## src/rtl/pong_sound_pkg.sv

```systemverilog
// Shared definitions for the pong sound-effect generator: event codes, tone
// constants for the 25.175 MHz pixel clock, and the per-axis direction tracker.
package pong_sound_pkg;

  localparam int DEF_CLK_HZ      = 25_175_000;
  localparam int DEF_PADDLE_HALF = 27_424;
  localparam int DEF_WALL_HALF   = 55_697;
  localparam int DEF_SCORE_HALF  = 25_689;
  localparam int DEF_PADDLE_LEN  = 805_600;
  localparam int DEF_WALL_LEN    = 402_800;
  localparam int DEF_SCORE_LEN   = 6_469_975;

  localparam int HALF_W = 16;
  localparam int LEN_W  = 23;

  // Numeric order doubles as priority order.
  typedef enum logic [1:0] {
    EV_NONE   = 2'd0,
    EV_WALL   = 2'd1,
    EV_PADDLE = 2'd2,
    EV_SCORE  = 2'd3
  } event_t;

  typedef enum logic {
    ST_IDLE = 1'b0,
    ST_TONE = 1'b1
  } state_t;

  typedef struct packed {
    logic dir;
    logic valid;
  } axis_t;

  typedef struct packed {
    axis_t st;
    logic  rev;
  } axis_step_t;

  // Unit steps track direction; any larger jump is a respawn and forgets it.
  function automatic axis_step_t axis_step(input axis_t st, input logic [9:0] pos,
                                           input logic [9:0] prev, input logic enable);
    axis_step_t       r;
    logic signed [10:0] delta;
    delta = signed'({1'b0, pos}) - signed'({1'b0, prev});
    r.st  = st;
    r.rev = 1'b0;
    if (!enable) begin
      r.st.valid = 1'b0;
    end else if (delta == 11'sd1) begin
      r.rev      = st.valid && !st.dir;
      r.st.dir   = 1'b1;
      r.st.valid = 1'b1;
    end else if (delta == -11'sd1) begin
      r.rev      = st.valid && st.dir;
      r.st.dir   = 1'b0;
      r.st.valid = 1'b1;
    end else if (delta != 11'sd0) begin
      r.st.valid = 1'b0;
    end
    return r;
  endfunction

endpackage

```

## src/rtl/pong_sound_tone_gen.sv

```systemverilog
// Square-wave tone generator: half-period and length down-counters with an
// audio toggle; starts high on load and ends low after len cycles.
module tone_gen
  import pong_sound_pkg::*;
(
  input  logic              clk_0,
  input  logic              rst,
  input  logic              load,
  input  logic              clear,
  input  logic [HALF_W-1:0] half,
  input  logic [LEN_W-1:0]  len,
  output logic              audio,
  output logic              busy,
  output logic              last
);

  logic [HALF_W-1:0] half_q;
  logic [HALF_W-1:0] half_cnt;
  logic [LEN_W-1:0]  len_cnt;

  assign last = busy && (len_cnt <= LEN_W'(1));

  always_ff @(posedge clk_0) begin
    if (rst || clear) begin
      audio    <= 1'b0;
      busy     <= 1'b0;
      half_q   <= '0;
      half_cnt <= '0;
      len_cnt  <= '0;
    end else if (load) begin
      half_q   <= half;
      half_cnt <= half;
      len_cnt  <= len;
      audio    <= 1'b1;
      busy     <= 1'b1;
    end else if (busy) begin
      if (half_cnt <= HALF_W'(1)) begin
        half_cnt <= half_q;
        audio    <= ~audio;
      end else begin
        half_cnt <= half_cnt - HALF_W'(1);
      end
      // End of tone overrides any toggle landing on the same cycle.
      if (len_cnt <= LEN_W'(1)) begin
        busy     <= 1'b0;
        audio    <= 1'b0;
        half_cnt <= '0;
        len_cnt  <= '0;
      end else begin
        len_cnt <= len_cnt - LEN_W'(1);
      end
    end
  end

endmodule

```

## src/rtl/pong_sound.sv

```systemverilog
// Sound-effect generator: classifies paddle hits, wall bounces and scores from
// the game state and plays a fixed tone per event with priority preemption.
//   state   | meaning
//   ST_IDLE | silent, waiting for an event
//   ST_TONE | tone for event_code playing
module pong_sound
  import pong_sound_pkg::*;
#(
  parameter int CLK_HZ      = DEF_CLK_HZ,
  parameter int PADDLE_HALF = DEF_PADDLE_HALF,
  parameter int WALL_HALF   = DEF_WALL_HALF,
  parameter int SCORE_HALF  = DEF_SCORE_HALF,
  parameter int PADDLE_LEN  = DEF_PADDLE_LEN,
  parameter int WALL_LEN    = DEF_WALL_LEN,
  parameter int SCORE_LEN   = DEF_SCORE_LEN
) (
  input  logic       clk_0,
  input  logic       rst,
  input  logic [9:0] sq_xpos,
  input  logic [9:0] sq_ypos,
  input  logic       sq_shown,
  input  logic [3:0] score_p1,
  input  logic [3:0] score_p2,
  input  logic       game_over,
  input  logic       game_startup,
  output logic       audio,
  output logic       sound_active,
  output logic [1:0] event_code
);

  localparam logic [HALF_W-1:0] P_HALF = HALF_W'(PADDLE_HALF);
  localparam logic [HALF_W-1:0] W_HALF = HALF_W'(WALL_HALF);
  localparam logic [HALF_W-1:0] S_HALF = HALF_W'(SCORE_HALF);
  localparam logic [LEN_W-1:0]  P_LEN  = LEN_W'(PADDLE_LEN);
  localparam logic [LEN_W-1:0]  W_LEN  = LEN_W'(WALL_LEN);
  localparam logic [LEN_W-1:0]  S_LEN  = LEN_W'(SCORE_LEN);

  logic unused_cfg;
  assign unused_cfg = (CLK_HZ > 0);

  logic [9:0] prev_x, prev_y;
  logic [3:0] prev_p1, prev_p2;
  logic       prev_go;
  axis_t      ax_x, ax_y;
  axis_step_t step_x, step_y;
  state_t     state;
  event_t     code_q;
  event_t     ev;
  logic       track_en, score_ev, accept;
  logic [HALF_W-1:0] ld_half;
  logic [LEN_W-1:0]  ld_len;
  logic       tone_busy, tone_last;

  assign track_en = sq_shown && !game_startup;
  assign step_x   = axis_step(ax_x, sq_xpos, prev_x, track_en);
  assign step_y   = axis_step(ax_y, sq_ypos, prev_y, track_en);
  assign score_ev = !game_startup &&
                    ((score_p1 > prev_p1) || (score_p2 > prev_p2) || (game_over && !prev_go));

  always_comb begin
    ev = EV_NONE;
    if (score_ev)         ev = EV_SCORE;
    else if (step_x.rev)  ev = EV_PADDLE;
    else if (step_y.rev)  ev = EV_WALL;
  end

  // Equal or higher priority restarts the tone; lower is dropped.
  assign accept = (ev != EV_NONE) && (ev >= code_q);

  always_comb begin
    ld_half = W_HALF;
    ld_len  = W_LEN;
    case (ev)
      EV_SCORE:  begin ld_half = S_HALF; ld_len = S_LEN; end
      EV_PADDLE: begin ld_half = P_HALF; ld_len = P_LEN; end
      default:   begin ld_half = W_HALF; ld_len = W_LEN; end
    endcase
  end

  tone_gen u_tone (
    .clk_0 (clk_0),
    .rst   (rst),
    .load  (accept),
    .clear (game_startup),
    .half  (ld_half),
    .len   (ld_len),
    .audio (audio),
    .busy  (tone_busy),
    .last  (tone_last)
  );

  always_ff @(posedge clk_0) begin
    if (rst) begin
      prev_x       <= sq_xpos;
      prev_y       <= sq_ypos;
      prev_p1      <= score_p1;
      prev_p2      <= score_p2;
      prev_go      <= game_over;
      ax_x         <= '0;
      ax_y         <= '0;
      state        <= ST_IDLE;
      code_q       <= EV_NONE;
      sound_active <= 1'b0;
    end else begin
      prev_x  <= sq_xpos;
      prev_y  <= sq_ypos;
      prev_p1 <= score_p1;
      prev_p2 <= score_p2;
      prev_go <= game_over;
      ax_x    <= step_x.st;
      ax_y    <= step_y.st;
      if (game_startup) begin
        state        <= ST_IDLE;
        code_q       <= EV_NONE;
        sound_active <= 1'b0;
      end else begin
        case (state)
          ST_IDLE: begin
            if (accept) begin
              state        <= ST_TONE;
              code_q       <= ev;
              sound_active <= 1'b1;
            end
          end
          ST_TONE: begin
            if (accept) begin
              code_q <= ev;
            end else if (tone_last || !tone_busy) begin
              state        <= ST_IDLE;
              code_q       <= EV_NONE;
              sound_active <= 1'b0;
            end
          end
          default: begin
            state        <= ST_IDLE;
            code_q       <= EV_NONE;
            sound_active <= 1'b0;
          end
        endcase
      end
    end
  end

  assign event_code = code_q;

endmodule

```

## config.mk

```make
export PLATFORM = sky130hd
export DESIGN_NAME = pong_sound
export DESIGN_NICKNAME = d
export VERILOG_FILES = /design/src/rtl/pong_sound_pkg.sv /design/src/rtl/pong_sound_tone_gen.sv /design/src/rtl/pong_sound.sv
export SDC_FILE = /design/constraint.sdc
export NUM_CORES = 1
export LEC_CHECK = 0
export CAP_MARGIN = 15
export CORE_MARGIN = 2
export CORE_UTILIZATION = 35
export CTS_CLUSTER_DIAMETER = 50
export DETAILED_ROUTE_END_ITERATION = 8
export GPL_ROUTABILITY_DRIVEN = 0
export PLACE_DENSITY = 0.66
export SYNTH_ARGS = -nofsm -noshare
export SYNTH_HDL_FRONTEND = slang
export SYNTH_SLANG_ARGS = --single-unit
```

## constraint.sdc

```tcl
create_clock -name clk_0 -period 5.4 [get_ports clk_0]
set_input_delay 1.08 -clock clk_0 [delete_from_list [all_inputs] [get_ports clk_0]]
set_output_delay 1.08 -clock clk_0 [all_outputs]
set_load 0.005 [all_outputs]
```

Yosys cells after proc, flatten, opt, wreduce, memory -nomap -nowiden
Cells that the tools add are included.

Input port bits: 33. Logic and storage cells: 116. Bits in registers: 94.

Reduce and logical (&&, ||, !) cells: 34. Add/sub/neg operators: 4. Muxes and demuxes: 43. Order comparisons: 5. Eq/ne operators: 10. Bitwise logic cells: 3.

Operators with widths (number): $mux W23 (3); $mux W16 (4); $pmux W23 S2 (1); $pmux W16 S2 (1); $mux W1 (24); $le A23 B1 Y1 const B (1); $sub A23 B1 Y23 const B (1); $eq A11 B1 Y1 const B (2); $eq A11 B2 Y1 const B (2); $reduce_bool A11 Y1 (2); $sub A10 B10 Y11 (2); $le A16 B1 Y1 const B (1); $sub A16 B1 Y16 const B (1); $mux W2 (5); $logic_and A1 B1 Y1 (9); $reduce_bool A3 Y1 (3); $gt A4 B4 Y1 (2); $reduce_and A2 Y1 (4); $reduce_bool A2 Y1 (4); $mux W3 (2); $logic_not A1 Y1 (5); $eq A2 B2 Y1 const B (2); $logic_or A1 B1 Y1 (4); $ne A2 B2 Y1 const B (2); 8 further kinds (12).

Depth between registers and ports, before layout
Gate-level depths: netlist (run 1).

Word-level depth: 13. Gate-level depth with buffers: 19. Depth with buffers taken out: 19.

By module
From an unflattened synthesis (run 1), not the netlist that was laid out.

Cell total of the unflattened synthesis: 720. Area, all modules: 6152.2 µm².

Modules (own cells, without submodules): tone_gen (sequential area each 1141.1 µm², area an instance 3323.2 µm², cells an instance 386, times used 1); pong_sound (sequential area each 740.7 µm², area an instance 2829.0 µm², cells an instance 334, times used 1).

Worst setup path before layout (run 1)
Ideal clock, no wire load.

Path type: input to register. From: input port sq_ypos[0]. To: register u_tone.len_cnt[19]. Slack: 287 ps. Buffers on the path: 0. Arrival time: 5010 ps. Stages on the path: 19. Cells stage by stage: inv_1 > ha_1 > fa_1 > nand2b_1 > a21oi_1 > xnor2_1 > or4_1 > or4_4 > o21a_1 > nor2_1 > nor2_1 > ha_1 > nand2b_1 > a21o_1 > o211ai_1 > o32ai_1 > nor3_2 > nand2b_1 > a222oi_1.

Word-level cells in the longest chain between the ends: 11.

RTL lines: from (decl) (RTL line pong_sound.sv:20) `input logic [9:0] sq_ypos,`; $sub A10 B10 Y11 * (RTL line pong_sound_pkg.sv:44) `delta = signed'({1'b0, pos}) - signed'({1'b0, prev});`; $eq A11 B1 Y1 (RTL line pong_sound_pkg.sv:53) `end else if (delta == -11'sd1) begin`; $mux W1 (RTL line pong_sound_pkg.sv:53); $mux W3 * (RTL line pong_sound_pkg.sv:49) `end else if (delta == 11'sd1) begin`; $mux W1 * (RTL line pong_sound_pkg.sv:47) `if (!enable) begin`; $mux W1 * (RTL line pong_sound.sv:64) `else if (step_y.rev) ev = EV_WALL;`; $mux W2 * (RTL line pong_sound.sv:63) `else if (step_x.rev) ev = EV_PADDLE;`; $mux W2 * (RTL line pong_sound.sv:62) `if (score_ev) ev = EV_SCORE;`; $eq A2 B2 Y1, or another cell as far along (RTL line pong_sound.sv:73) `case (ev)`; $pmux W23 S2 or $logic_and A1 B1 Y1 (tied branches) (RTL line pong_sound.sv:73, pong_sound.sv:68); $mux W23 or $reduce_bool A2 Y1 (tied branches); to (signal assigned) (RTL line pong_sound_tone_gen.sv:33) `len_cnt <= len;`; to (signal assigned) (RTL line pong_sound_tone_gen.sv:50) `len_cnt <= len_cnt - LEN_W'(1);`; to (decl) (RTL line pong_sound_tone_gen.sv:19) `logic [LEN_W-1:0] len_cnt;`.

Mark *: on every way between the ends. The rest lies on a longest branch, timed or not. A chain may end at the register's enable or synchronous reset.

Final worst setup path (run 1)
From: input port sq_xpos[0]. To: register u_tone.len_cnt[19].

Word-level cells in the longest chain between the ends: 10.

RTL lines: from (decl) (RTL line pong_sound.sv:19) `input logic [9:0] sq_xpos,`; $sub A10 B10 Y11 * (RTL line pong_sound_pkg.sv:44); $eq A11 B1 Y1 (RTL line pong_sound_pkg.sv:53); $mux W1 (RTL line pong_sound_pkg.sv:53); $mux W3 * (RTL line pong_sound_pkg.sv:49); $mux W1 * (RTL line pong_sound_pkg.sv:47); $mux W2 * (RTL line pong_sound.sv:63); $mux W2 * (RTL line pong_sound.sv:62); $eq A2 B2 Y1, or another cell as far along (RTL line pong_sound.sv:73); $pmux W23 S2 or $logic_and A1 B1 Y1 (tied branches) (RTL line pong_sound.sv:73, pong_sound.sv:68); $mux W23 or $reduce_bool A2 Y1 (tied branches).

Marked as above.

==> results.py, run 1 <==
metrics = {
    "timing": {
        "setup_viol": 0,
        "fin_skew_ns": 0.0101,
        "drv_slew": 0,
        "max_slew_margin_pct": 39.8,
        "timing.hold.ws_ns": 0.449,
        "fin_crit_sh_pct": 95.6,
        "period_minus_slack_ns": 5.16,
        "worst_pin_slew_ns": 0.900,
        "fin_tns_setup_ns": 0,
        "fmax_mhz": 194,
        "hold_violations": 0,
    },
    "detailed_routing": {
        "route.detailed.drc": 0,
        "drt_iter0_drc": 374,
        "drt_pass1_iterations": 5,
        "wl_per_cell_um": 14.5,
        "drt-vias-per-instance": 5.57,
        "postRouteWirelength_um": 13900,
        "postRouteAntennaNets": 0,
        "vias": 5343,
    },
    "critical_path": {
        "cp-end-kind": "flop",
        "r2r_cells": 19,
        "ff2ff_setup_slack_ns": 1.05,
        "rr_startpoint": "prev_y[0]",
        "path_class": "primary input to flop",
        "arrival_ns": 5.40,
        "cp_max_fo": 5,
        "r2r_end": "u_tone.len_cnt[19]",
        "startpoint_type": "primary input",
        "worstPathRequired_ns": 5.64,
    },
    "layout": {
        "drive_above_1_share_pct": 12.8,
        "antenna_cells": 0,
        "multiInputGateArea_mm2": 0.00351,
        "layout_commonest_cell": "dfxtp_1",
        "n_fill_cell": 1510,
        "nNetsFinal": 836,
        "synthToLayoutAreaGrowth_pct": 23.2,
        "final_cell_mix": "85 x dfxtp_1, 83 x a21oi_1, 54 x inv_1, 53 x nand2_1, 52 x nor2_1",
        "regArea_mm2": 0.00170,
    },
    "floorplanning": {
        "rows": 45,
        "initial_core_util_pct": 35.8,
        "io_pins": 37,
        "die-area_mm2": 0.0165,
        "dieWidth_um": 128,
        "core_mm2": 0.0151,
        "die_h_um": 128,
    },
    "synth": {
        "synth_seq_cells": 85,
        "synthArstFlopShare_pct": 0,
        "synth-edff-count": 0,
        "yosys.cell_types.count": 78,
        "syn-num-nets": 764,
        "ys_warn_count": 0,
        "synth_area_mm2": 0.00542,
        "syn_area_per_cell_um2": 7.80,
        "synth.yosys.seq_area_share_pct": 31.4,
        "ys.flop_type": "dfxtp_1",
        "synth_cells": 695,
    },
    "clock_tree": {
        "cts_tree": "done",
        "cts_hold_buf": 0,
        "clk_path_buf_depth": 2,
        "cts_root_buf": "clkbuf_16",
        "numCtsBuffers": 9,
        "cts_sinks": 85,
        "clkLatencyLatePin_ns": 0.35,
        "htree_num_levels": 3,
        "clkTransAtPathRegs_ns": 0.06,
    },
    "pwr": {
        "power.total_w": 0.00207,
        "leakage_nw": 2.69,
        "peakVddDrop_v": 0.000214,
        "power_density_mw_per_mm2": 309,
    },
    "global_route": {
        "grt_pass1_wl_um": 23200,
        "grt_overflow": 0,
        "antenna_found_initial": 0,
        "first_global_vias": 4963,
        "grt.total_usage_pct": 17.1,
        "grt_max_degree": 33,
    },
    "hold_path": {
        "hp-class": "flop to flop",
        "whs_endpoint": "u_tone.half_q[11]",
        "min-delay-start": "u_tone.half_q[11]",
        "hold_depth": 2,
    },
    "flow_run": {
        "max_cap_viol_count": 0,
    },
    "placed_design": {
        "hpwlAfterDp_um": 9920,
        "numPortBuffers": 36,
    },
    "run_status": {
        "status": "finished clean",
    },
}
synth_stat cells, drive strengths merged, types with 8 or more instances:
library cell / count / area share (%)
inv: 55 / 3.8
nor2: 52 / 3.6
ha: 34 / 7.8
dfxtp: 85 / 31
nand3: 23 / 2.1
a31oi: 13 / 1.6
nor3: 37 / 3.5
or3: 13 / 1.5
o211ai: 8 / 1.2
or4: 8 / 1.2
clkbuf: 19 / 1.3
a211oi: 8 / 1.1
a21o: 9 / 1.2
a21oi: 84 / 7.8
nand4: 9 / 1.0
nor2b: 8 / 0.92
nand2: 53 / 3.7
o21ai: 43 / 4.3
xnor2: 12 / 1.9
nand2b: 11 / 1.3
what timing repair did:
item                                    4_1_cts  5_1_grt
setup buffers                                 0        3
resized for setup                             1       17
endpoints found under the setup margin        2       27
hold endpoints to repair                      0        0
pin swaps                                     0       13
how the worst max path moves through the flow:
| stage | to | depth (start not counted) | from |
|---|---|---|---|
| 6_report | u_tone.len_cnt[19] | 18 | sq_xpos[0] |
| 3_5_place_dp | u_tone.len_cnt[19] | 20 | sq_ypos[0] |
| 5_1_grt | u_tone.len_cnt[7] | 18 | sq_xpos[0] |
| 3_3_place_gp | u_tone.len_cnt[7] | 20 | sq_ypos[0] |
| 4_1_cts | u_tone.len_cnt[19] | 20 | sq_ypos[0] |
| 2_1_floorplan | u_tone.len_cnt[19] | 19 | sq_ypos[0] |
state kept, by name, summed over array words and instances (netlist names), 2 cells and up:
| name | cells |
|---|---|
| u_tone.len_cnt | 23 |
| u_tone.half_cnt | 16 |
| prev_x | 10 |
| prev_y | 10 |
| u_tone.half_q | 7 |
| prev_p1 | 4 |
| prev_p2 | 4 |
| ax_x | 2 |
| ax_y | 2 |
| event_code | 2 |
final cells by class:
type                       instances  area share [%]
multi-input combinational        531            52.6
tap                              188            3.52
clock inverter                     5           0.543
clock buffer                      11            3.63
inverter                          55            3.09
timing repair buffer              85            11.1
sequential                        85            25.5
per-layer routing:
layer	vias up	part of all wire (%)	global-route usage, %
met4	0	0.95	4.65
li1	2725	-	-
met2	98	47	28.4
met5	-	0	0
met1	2512	48	22.3
met3	8	4.0	4.16
where the power goes:
part           switching [W]  total, W  internal (W)
clock network       0.000262  0.000586      0.000324
registers          0.0000348  0.000701      0.000667
logic               0.000456  0.000778      0.000322
total               0.000752   0.00207       0.00131
cell families (layout without fill, tap and decap cells):
kind of cell,count (synthesis),in the layout,share of synthesized area [%]
DFF,85,85,31.4
adders and majority gates,36,36,8.59
AOI/OAI and AO/OA,223,223,27.0
muxes,3,3,0.554
xor gates and xnor gates,17,17,2.75
buffers and inverters,79,156,5.65
and+or+nand+nor,252,252,24.1
stage by stage:
stage / cells / utilization (%) / setup slack (ns) / instance area, um2
6_report: 960 / 44.1 / 0.236 / 6680
5_1_grt: 960 / 44.1 / -0.00933 / 6680
3_3_place_gp: 941 / 41.5 / -0.293 / 6280
2_1_floorplan: 695 / - / 0.287 / 5420
4_1_cts: 957 / 43.4 / 0.0107 / 6570
3_5_place_dp: 941 / 41.5 / -0.444 / 6280
worst max-delay path, stage by stage:
cell and delay [ns]:
clkdlybuf4s50_1 0.48, inv_1 0.05, ha_1 0.22, fa_1 0.41
nand2b_1 0.18, a21oi_1 0.25, o31a_1 0.25, mux2i_1 0.25
a2bb2oi_2 0.25, a2bb2oi_1 0.31, nand2_1 0.11, ha_1 0.30
a21o_1 0.20, o211ai_1 0.14, o32ai_2 0.36, nor3_2 0.08
nand2b_4 0.16, a222oi_1 0.34
Power figures use the tool's default switching activity.
==> inputs of run 2 (changes only) <==
ABC_AREA = 1   (was unset)
CAP_MARGIN = unset   (was 15)
==> run 2 against run 1 <==
Effect of this change: count of clock-buffer cells in the layout is 2 lower; maximum frequency increased by 5.6%; synthesized cell count rose by 22%; combinational power fell by 6.7%; power decreased by 0.78%; synthesized area rose by 3.8%; global-route usage fell by 0.53 points; first-iteration DRC count decreased by 22%; hold slack improved by 0.013 ns; routed wire length decreased by 5.4%; critical path depth grew 5; largest power group unchanged; highest routed layer unchanged.
==> results.py, run 2 <==
metrics = {
    "clock_tree": {
        "cts_sinks": 85,
        "cts_tree": "done",
        "htree_num_levels": 3,
        "clk_path_buf_depth": 2,
        "cts_root_buf": "clkbuf_16",
        "numCtsBuffers": 9,
        "clkTransAtPathRegs_ns": 0.06,
        "clkLatencyLatePin_ns": 0.35,
        "cts_resized": 0,
        "post_cts_buffers": 0,
        "cts_hold_buf": 0,
    },
    "synth": {
        "synth_cells": 850,
        "synth_seq_cells": 85,
        "ys.flop_type": "dfxtp_1",
        "syn-num-nets": 919,
        "synth_top_cell_by_area": "dfxtp_1",
        "synthTopCellsByArea": "dfxtp_1 30%, nand2_1 12%, inv_1 8.4%",
        "synth_area_mm2": 0.00563,
        "synthAdderAreaFrac_pct": 8.27,
        "synth_top_family_by_area": "simple AND/OR/NAND/NOR gates",
        "synth_compound_area_share_pct": 13.1,
        "synthXorXnorAreaFrac_pct": 4.33,
        "yosys.area.top_type_share_pct": 30.2,
        "yosys.cell_types.count": 46,
        "synth.yosys.seq_area_share_pct": 30.2,
        "synth_common_cells": "179 x nand2_1, 126 x inv_1, 113 x nor2_1",
        "synth_simple_gate_area_share_pct": 33.3,
        "ys_warn_count": 0,
        "synth.most_common_cell": "nand2_1",
        "synthArstFlopShare_pct": 0,
        "syn_area_per_cell_um2": 6.62,
        "synth-edff-count": 0,
        "synthMuxAreaShare_pct": 0,
    },
    "detailed_routing": {
        "wl_per_cell_um": 11.9,
        "vias": 5295,
        "drt-vias-per-instance": 4.80,
        "postRouteWirelength_um": 13200,
        "route.detailed.drc": 0,
        "drt_iter0_drc": 292,
        "drt_pass1_iterations": 5,
        "postRouteAntennaNets": 0,
    },
    "global_route": {
        "grt_overflow": 0,
        "first_global_vias": 4935,
        "grt.total_usage_pct": 16.6,
        "antenna_found_initial": 0,
        "grt_max_degree": 29,
        "grt_pass1_wl_um": 22700,
    },
    "timing": {
        "grt_setup_unrepaired": "false",
        "fmax_mhz": 205,
        "max_slew_margin_pct": 53.7,
        "worst_pin_slew_ns": 0.692,
        "drv_slew": 0,
        "fin_crit_sh_pct": 90.5,
        "period_minus_slack_ns": 4.89,
        "hold_violations": 0,
        "fin_skew_ns": 0.0108,
        "setup_ws_ns": 0.512,
        "setup_viol": 0,
        "fin_tns_setup_ns": 0,
    },
    "layout": {
        "antenna_cells": 0,
        "final_cell_mix": "179 x nand2_1, 126 x inv_1, 113 x nor2_1, 85 x dfxtp_1, 58 x a21oi_1",
        "n_fill_cell": 1598,
        "drive_above_1_share_pct": 7.43,
        "regArea_mm2": 0.00170,
        "top_register": "u_tone.len_cnt",
        "nNetsFinal": 954,
        "largest_reg_flops": 23,
        "synthToLayoutAreaGrowth_pct": 15.2,
        "multiInputGateArea_mm2": 0.00332,
        "final_cell_area_mm2": 0.00649,
        "layout_commonest_cell": "nand2_1",
        "reg.largest.list": "u_tone.len_cnt: 23 flops, u_tone.half_cnt: 16 flops",
    },
    "floorplanning": {
        "dieWidth_um": 131,
        "initial_core_util_pct": 35.6,
        "core_mm2": 0.0158,
        "die_h_um": 131,
        "io_pins": 37,
        "rows": 46,
        "die-area_mm2": 0.0171,
    },
    "critical_path": {
        "cp-end-kind": "flop",
        "worstPathRequired_ns": 5.67,
        "cp_max_fo": 25,
        "arrival_ns": 5.16,
        "path_class": "primary input to flop",
        "startpoint_type": "primary input",
    },
    "pwr": {
        "power_density_mw_per_mm2": 316,
        "peakVddDrop_v": 0.000161,
        "leakage_nw": 3.11,
    },
    "run_status": {
        "status": "finished clean",
    },
    "hold_path": {
        "hp-class": "flop to flop",
    },
    "placed_design": {
        "numPortBuffers": 36,
        "placed_area_mm2": 0.00620,
        "dp_worst_setup_slack_ns": 0.173,
        "hpwlAfterDp_um": 9860,
    },
    "flow_run": {
        "max_cap_viol_count": 0,
    },
}
[run 2: cell count changes after synthesis, sizes merged, moves of 9 or more]
cell / before / now
o21ai: 43 / 53
nand3: 23 / 46
nand2b: 11 / 0
xor2: 5 / 15
nand2: 53 / 191
a21oi: 84 / 61
or3: 13 / 0
a31oi: 13 / 1
nor3: 37 / 21
clkbuf: 19 / 7
nand4: 9 / 19
nor2: 52 / 121
a21o: 9 / 0
inv: 55 / 134
[run 2: worst paths after layout]
check	start	end	slack, ns	cells past startpoint
worst max register to register	prev_x[0]	u_tone.len_cnt[3]	1.49	24
worst min-delay path	u_tone.half_q[10]	u_tone.half_q[10]	0.46	2
worst min register to register	u_tone.half_q[10]	u_tone.half_q[10]	0.46	2
worst max-delay path	sq_ypos[0]	u_tone.len_cnt[3]	0.51	23
[run 2: metal layers]
| layer | wire length, um | vias to the layer above | track usage [%] |
|---|---|---|---|
| li1 | - | 2814 | - |
| met5 | 0 | - | 0 |
| met4 | 209 | 0 | 4.63 |
| met2 | 5940 | 125 | 27.0 |
| met3 | 670 | 17 | 4.28 |
| met1 | 6370 | 2339 | 21.9 |
[run 2: cell families after synthesis]
kind of cell,count (synthesis)
simple gates,416
buf+inv,152
compound gates,134
flops,85
fa+ha+maj,36
xor+xnor,27
[run 2: area by class of cell]
cell class	instances	share of cell area (%)
repair buffers	42	6.25
clock buffers	9	3.47
flip-flops and latches	85	26.2
well taps	216	4.17
inverters	134	7.79
multi-input cells	613	51.1
clock inverters	5	0.964
[run 2: stage by stage]
step	total power (W)	util (%)	hold WS (ns)	cells
3_5_place_dp	0.00143	39.2	0.450	1090
4_1_cts	0.00206	41.0	0.461	1104
2_1_floorplan	0.00126	-	0.435	850
6_report	0.00205	41.0	0.462	1104
3_3_place_gp	0.00143	39.2	0.444	1090
5_1_grt	0.00220	41.0	0.491	1104
[run 2: worst max-delay path, stage by stage]
cell	delay (ns)
clkdlybuf4s50_1	0.48
inv_1	0.05
ha_1	0.22
fa_1	0.48
or2_2	0.29
nor3_1	0.24
nand3_1	0.12
nor2_1	0.15
nand3_1	0.09
nand2_1	0.06
nand4_1	0.08
nand2_1	0.14
inv_1	0.06
ha_1	0.26
inv_1	0.05
nand2_1	0.04
a21oi_1	0.11
inv_1	0.12
nand2_4	0.18
nand2_4	0.20
inv_1	0.36
nand3_1	0.12
a21oi_1	0.15
[run 2: power breakdown]
group | internal [W] | switching (W) | total [W] | leakage, nW
Clock | 0.000356 | 0.000269 | 0.000625 | 0.134
Combinational | 0.000269 | 0.000456 | 0.000726 | 2.28
Sequential | 0.000665 | 0.0000339 | 0.000699 | 0.700
